--- src/rtl/mips_decls_p.sv ---
// rtl/mips_decls_p.sv - shared control-pipeline types for the pipelined MIPS core
package mips_decls_p;

  typedef enum logic [1:0] {
    FWD_RF  = 2'b00,
    FWD_WB  = 2'b01,
    FWD_MEM = 2'b10
  } fwd_sel_t;

  typedef enum logic [1:0] {
    RD_RT  = 2'b00,
    RD_RD  = 2'b01,
    RD_RA  = 2'b10,
    RD_RSV = 2'b11
  } regdst_t;

  typedef enum logic [1:0] {
    MTR_ALU = 2'b00,
    MTR_MEM = 2'b01,
    MTR_PC4 = 2'b10,
    MTR_RSV = 2'b11
  } memtoreg_t;

  typedef struct packed {
    logic       valid;
    logic       regwrite;
    logic       memwrite;
    logic       alusrc;
    logic       branch;
    logic       jump;
    logic       jump_r;
    memtoreg_t  memtoreg;
    regdst_t    regdst;
    logic [2:0] alucontrol;
  } ctrl_bundle_t;

  localparam ctrl_bundle_t BUBBLE = '{1'b0, 1'b0, 1'b0, 1'b0, 1'b0, 1'b0, 1'b0,
                                      MTR_ALU, RD_RT, 3'b000};

endpackage

--- src/rtl/ctrl_stage_reg.sv ---
// rtl/ctrl_stage_reg.sv - one pipeline control stage register with hold and bubble-clear
module ctrl_stage_reg #(
  parameter type T       = logic,
  parameter T    RST_VAL = '0
) (
  input  logic clk,
  input  logic rst_n,
  input  logic en,
  input  logic clr,
  input  T     d,
  output T     q
);

  T q_q;

  always_ff @(posedge clk or negedge rst_n) begin
    if (!rst_n) begin
      q_q <= RST_VAL;
    end else if (clr) begin
      q_q <= RST_VAL;
    end else if (en) begin
      q_q <= d;
    end
  end

  assign q = q_q;

endmodule

--- src/rtl/mips_ctrl_pipe.sv ---
// rtl/mips_ctrl_pipe.sv - ID/EX/MEM/WB control pipeline with redirects, load-use stall and forwarding
module mips_ctrl_pipe
  import mips_decls_p::*;
#(
  parameter int REGW   = 5,
  parameter int RA_REG = 31
) (
  input  logic            clk,
  input  logic            reset_n,
  input  logic            d_valid,
  input  logic            d_regwrite,
  input  logic            d_memwrite,
  input  logic            d_alusrc,
  input  logic            d_branch,
  input  logic            d_jump,
  input  logic            d_jump_r,
  input  logic [1:0]      d_memtoreg,
  input  logic [1:0]      d_regdst,
  input  logic [2:0]      d_alucontrol,
  input  logic [REGW-1:0] d_rs,
  input  logic [REGW-1:0] d_rt,
  input  logic [REGW-1:0] d_rd,
  input  logic            e_zero,
  output logic            e_alusrc,
  output logic [2:0]      e_alucontrol,
  output logic [1:0]      e_forwarda,
  output logic [1:0]      e_forwardb,
  output logic            m_memwrite,
  output logic            w_regwrite,
  output logic [1:0]      w_memtoreg,
  output logic [REGW-1:0] w_writereg,
  output logic            pcsrc,
  output logic            pc_jr,
  output logic            pc_jump,
  output logic            stall_f,
  output logic            stall_d,
  output logic            flush_d
);

  typedef struct packed {
    ctrl_bundle_t    c;
    logic [REGW-1:0] rs;
    logic [REGW-1:0] rt;
    logic [REGW-1:0] rd;
  } idex_t;

  typedef struct packed {
    logic            regwrite;
    memtoreg_t       memtoreg;
    logic            memwrite;
    logic [REGW-1:0] writereg;
  } exmem_t;

  typedef struct packed {
    logic            regwrite;
    memtoreg_t       memtoreg;
    logic [REGW-1:0] writereg;
  } memwb_t;

  localparam idex_t  IDEX_BUBBLE  = '{BUBBLE, '0, '0, '0};
  localparam exmem_t EXMEM_BUBBLE = '{1'b0, MTR_ALU, 1'b0, '0};
  localparam memwb_t MEMWB_BUBBLE = '{1'b0, MTR_ALU, '0};

  function automatic fwd_sel_t fwd_sel(input logic m_rw, input logic [REGW-1:0] m_wr,
                                       input logic w_rw, input logic [REGW-1:0] w_wr,
                                       input logic [REGW-1:0] src);
    if (m_rw && (m_wr != '0) && (m_wr == src)) return FWD_MEM;
    if (w_rw && (w_wr != '0) && (w_wr == src)) return FWD_WB;
    return FWD_RF;
  endfunction

  // run_q keeps ID out of the pipe for the first cycle after reset release
  logic run_q, run_d;
  assign run_d = 1'b1;

  always_ff @(posedge clk or negedge reset_n) begin
    if (!reset_n) run_q <= 1'b0;
    else          run_q <= run_d;
  end

  logic         d_live;
  ctrl_bundle_t d_bundle;
  idex_t        idex_d, idex_q;
  exmem_t       exmem_d, exmem_q;
  memwb_t       memwb_d, memwb_q;
  logic [REGW-1:0] e_writereg;
  logic         lw_stall, redirect_e, ctl_in_ex, idex_clr;

  assign d_live = d_valid & run_q;

  always_comb begin
    d_bundle = BUBBLE;
    if (d_live) begin
      d_bundle.valid      = 1'b1;
      d_bundle.regwrite   = d_regwrite;
      d_bundle.memwrite   = d_memwrite;
      d_bundle.alusrc     = d_alusrc;
      d_bundle.branch     = d_branch;
      d_bundle.jump       = d_jump;
      d_bundle.jump_r     = d_jump_r;
      d_bundle.memtoreg   = memtoreg_t'(d_memtoreg);
      d_bundle.regdst     = regdst_t'(d_regdst);
      d_bundle.alucontrol = d_alucontrol;
    end
  end

  always_comb begin
    idex_d    = IDEX_BUBBLE;
    idex_d.c  = d_bundle;
    idex_d.rs = d_live ? d_rs : '0;
    idex_d.rt = d_live ? d_rt : '0;
    idex_d.rd = d_live ? d_rd : '0;
  end

  always_comb begin
    case (idex_q.c.regdst)
      RD_RD:   e_writereg = idex_q.rd;
      RD_RA:   e_writereg = REGW'(RA_REG);
      default: e_writereg = idex_q.rt;
    endcase
  end

  assign pcsrc      = idex_q.c.branch & e_zero;
  assign pc_jr      = idex_q.c.jump_r;
  assign redirect_e = pcsrc | pc_jr;

  // A load is never a branch or jr, so masking on the EX control type rather than on
  // redirect_e gives the same result while keeping e_zero off the stall path.
  assign ctl_in_ex = idex_q.c.branch | idex_q.c.jump_r;
  assign lw_stall  = idex_q.c.valid & idex_q.c.regwrite & (idex_q.c.memtoreg == MTR_MEM) &
                     (e_writereg != '0) & d_live &
                     ((e_writereg == d_rs) | (e_writereg == d_rt)) & ~ctl_in_ex;

  assign pc_jump  = d_live & d_jump & ~redirect_e & ~lw_stall;
  assign flush_d  = redirect_e | pc_jump;
  assign stall_f  = lw_stall;
  assign stall_d  = lw_stall;
  assign idex_clr = redirect_e | lw_stall;

  assign exmem_d = '{idex_q.c.regwrite, idex_q.c.memtoreg, idex_q.c.memwrite, e_writereg};
  assign memwb_d = '{exmem_q.regwrite, exmem_q.memtoreg, exmem_q.writereg};

  ctrl_stage_reg #(.T(idex_t), .RST_VAL(IDEX_BUBBLE)) u_idex (
    .clk(clk), .rst_n(reset_n), .en(1'b1), .clr(idex_clr), .d(idex_d), .q(idex_q)
  );

  ctrl_stage_reg #(.T(exmem_t), .RST_VAL(EXMEM_BUBBLE)) u_exmem (
    .clk(clk), .rst_n(reset_n), .en(1'b1), .clr(1'b0), .d(exmem_d), .q(exmem_q)
  );

  ctrl_stage_reg #(.T(memwb_t), .RST_VAL(MEMWB_BUBBLE)) u_memwb (
    .clk(clk), .rst_n(reset_n), .en(1'b1), .clr(1'b0), .d(memwb_d), .q(memwb_q)
  );

  assign e_forwarda = fwd_sel(exmem_q.regwrite, exmem_q.writereg,
                              memwb_q.regwrite, memwb_q.writereg, idex_q.rs);
  assign e_forwardb = fwd_sel(exmem_q.regwrite, exmem_q.writereg,
                              memwb_q.regwrite, memwb_q.writereg, idex_q.rt);

  assign e_alusrc     = idex_q.c.alusrc;
  assign e_alucontrol = idex_q.c.alucontrol;
  assign m_memwrite   = exmem_q.memwrite;
  assign w_regwrite   = memwb_q.regwrite;
  assign w_memtoreg   = memwb_q.memtoreg;
  assign w_writereg   = memwb_q.writereg;

  logic unused_ex_jump;
  assign unused_ex_jump = idex_q.c.jump;

endmodule

--- config.mk ---
export PLATFORM = sky130hd
export DESIGN_NAME = mips_ctrl_pipe
export DESIGN_NICKNAME = d
export VERILOG_FILES = /design/src/rtl/mips_decls_p.sv /design/src/rtl/ctrl_stage_reg.sv /design/src/rtl/mips_ctrl_pipe.sv
export SDC_FILE = /design/constraint.sdc
export NUM_CORES = 1
export LEC_CHECK = 0
export CAP_MARGIN = 20
export CORE_ASPECT_RATIO = 1.1
export CORE_MARGIN = 2
export CORE_UTILIZATION = 35
export DETAILED_ROUTE_END_ITERATION = 10
export GPL_TIMING_DRIVEN = 1
export PLACE_DENSITY = 0.7
export SYNTH_ARGS = -nofsm -noshare
export SYNTH_HDL_FRONTEND = slang
export SYNTH_SLANG_ARGS = --single-unit
--- constraint.sdc ---
create_clock -name clk -period 3.95 [get_ports clk]
set_input_delay 0.79 -clock clk [delete_from_list [all_inputs] [get_ports clk]]
set_output_delay 0.79 -clock clk [all_outputs]
set_load 0.02 [all_outputs]
==> flow_summary_export.csv <==
group,metric,value,unit
sta,fin_crit,3.75,ns
sta,hold_ws,0.352,ns
clock_network,clkSinkCount,46,
hold_path,min_path_type,"flip-flop to flip-flop",
worst_setup_path,ff2ff_path_depth,10,
worst_setup_path,cp_max_fo,11,
floorplanning,core_area,6160,sq um
sta,finClkSkew,0.00643,ns
clock_network,clk_latency,0.29,ns
worst_setup_path,cpPeakStageDelay,0.66,ns
layout,diodes,0,
pwr,peakVddDrop,0.199,mV
global_route,grt_max_degree,47,
global_route,overflow,0,
yosys,ys_seq_area_share,51.6,%
yosys,async_reset_ff_share,100,%
detailed_routing,drt.antenna.violating_nets,0,
floorplanning,initial_core_util,36.2,%
hold_path,min-delay-start,"u_exmem.q[7]",
sta,maxSlewHeadroom,65.8,%
yosys,synth_top_area_share,51.6,%
worst_setup_path,cp-end-kind,"output pin",
layout,final_common_cell,"clkdlybuf4s50_1",
sta,grt_setup_unrepaired,"no",
clock_network,cts_tree,"built",
global_route,grt_pass1_wl,7110,microns
floorplanning,fp.dieH,87.7,microns
yosys,syn_area,2230,sq um
yosys,synth_cell_types,39,
pwr,total_power,1.06,mW
yosys,yosysTopAreaCell,"dfrtp_1",
detailed_routing,drc,0,
yosys,syn_inst,187,
pwr,p_per_area,360,nW/um^2
clock_network,clockBufferDepth,2,
worst_setup_path,path_cells,"inv_1 > ha_1 > buf_4 > a211oi_2 > nor2_2 > xnor2_1 > nand3b_1 > a21oi_2 > clkdlybuf4s50_1",
yosys,syn_avg_cell_area,11.9,sq um
worst_setup_path,cp_top_family,"buffers and inverters",
worst_setup_path,crit_slowest_cell,"clkdlybuf4s50_1",
placed_design,port_buffers,54,
detailed_routing,drtPass1Iterations,4,
layout,drive_gt1_share,17.6,%
floorplanning,io_pins,55,
yosys,ys.warnings.count,0,
detailed_routing,viasPerCell,4.65,
pwr,leakage,1.32,nW
outcome,status,"finished clean",
detailed_routing,vias,1512,
yosys,synth_edf_count,0,
detailed_routing,wirelength,4160,microns
worst_setup_path,arrival,2.96,ns
worst_setup_path,critPathKind,"flip-flop to output pin",
layout,final_cell_mix,"51 x clkdlybuf4s50_1, 46 x dfrtp_1, 20 x and2_4",
hold_path,min_path_cells,0,
clock_network,post_cts_buffers,0,
sta,fmax,267,MHz
worst_setup_path,r2r_end,"u_idex.q[15]",
yosys,ys_ff_latch,46,
worst_setup_path,worst-path-buf-inv,3,
flow_run,maxCapViolCount,0,
yosys,ys_top_cells_by_area,"dfrtp_1 52%, and2_4 7.9%, xor2_1 5.5%",
clock_network,htree_levels,2,
detailed_routing,detail_route.wl_per_cell,12.8,microns
sta,setup_viol,0,
sta,setup_tns,0,ns
clock_network,clk_pin_slew_worst_paths,0.08,ns
layout,filler_cell_count,593,
detailed_routing,drt_iter0_drc,53,
sta,finalCritPeriodShare,94.9,%
worst_setup_path,startpoint_type,"flip-flop",
clock_network,hold_buffers,0,
placed_design,gp_congestion,0.822,
floorplanning,rows,30,
layout,area_growth,32.4,%
yosys,synth_flop_cell,"dfrtp_1",
clock_network,ctsRootBufferMaster,"clkbuf_8",
sta,finalHoldViolations,0,
placed_design,hpwl,3250,microns
global_route,grt_pass1_vias,1594,
worst_setup_path,regToRegSetupSlack,1.34,ns
worst_setup_path,worstPathRequired,3.16,ns
sta,finalMaxSlewViolations,0,
sta,worst_slew_pin_slew,0.509,ns
worst_setup_path,r2r-start,"u_idex.q[18]",
yosys,synth_fp_nets,222,
floorplanning,dieArea,7030,sq um
floorplanning,die_width,80.1,microns
global_route,globalRouteTotalUtil,13.2,%
global_route,antenna_found_initial,0,
clock_network,numCtsBuffers,5,
layout,nets,279,
hold_path,whs_endpoint,"u_memwb.q[6]",
## worst max path at each step
stage,start,end,slack (ns),depth (start not counted)
floorplan,u_idex.q[18],flush_d,0.66,9
global placement,d_valid,flush_d,0.14,7
detailed placement,d_valid,flush_d,0.05,7
CTS,u_idex.q[18],flush_d,0.09,9
global route,u_idex.q[19],stall_f,0.02,9
finish,u_idex.q[18],stall_d,0.20,9
## through the flow
step / util, % / setup WS, ns / std cells / cell area, sq um
final: 48.0 / 0.201 / 325 / 2950
after detailed placement: 45.7 / 0.0484 / 316 / 2810
after global routing: 48.0 / 0.0167 / 325 / 2950
after CTS: 47.5 / 0.0905 / 324 / 2930
after floorplan: - / 0.662 / 187 / 2230
after global placement: 45.7 / 0.137 / 316 / 2810
## cells in the mapped netlist (all sizes together) (2+ instances only)
master and number:
a211oi 7, a21oi 3, and2 28, buf 8, dfrtp 46, ha 3, inv 4, nand3 7
nand4bb 2, nor2 7, nor2b 3, nor3 6, nor4 8, o21a 3, o21ai 6, or4 5
xnor2 12, xor2 14
## routing by layer
layer | share of wire [%] | up-vias | wire, microns | global-route usage, %
met5 | 0 | - | 0 | 0
met4 | 2.0 | 0 | 85 | 5.55
met3 | 5.7 | 6 | 236 | 4.02
met2 | 49 | 45 | 2050 | 22.0
met1 | 43 | 701 | 1790 | 15.9
li1 | - | 760 | - | -
## final cells by class
cell class                 count  area [sq um]  share of cell area [%]
clock inverter                 2          37.5                    1.27
sequential                    46          1150                    39.0
tap                           80           100                    3.39
multi-input combinational    129           996                    33.7
timing repair buffer          58           579                    19.6
inverter                       4          17.5                   0.593
clock buffer                   6          72.6                    2.46
## power by group
group / internal (mW) / switching [mW]
Combinational: 0.110 / 0.0919
Clock: 0.189 / 0.151
Sequential: 0.496 / 0.0245
Total: 0.796 / 0.267
## state kept, by name (all words and copies together), names as in the netlist
signal / count
u_idex.q: 28
u_exmem.q: 9
u_memwb.q: 8
run_q: 1
## kinds of logic (layout without fill, tap and decap cells)
logic type               count (synthesis)  in the layout  synth area share, %
AO/OA/AOI/OAI                           24             24                 8.19
buffers and inverters                   12             70                 4.15
AND/OR/NAND/NOR                         75             75                 24.0
flip-flops                              46             46                 51.6
adder cells (fa/ha/maj)                  3              3                 1.68
XOR/XNOR                                26             26                 10.2
other                                    1              1                0.168
## repair_timing
action,in CTS,in global routing
setup endpoints to repair,4,3
cloned,0,0
gates resized for setup,2,3
Note: power is estimated with default switching activity, not from simulation.
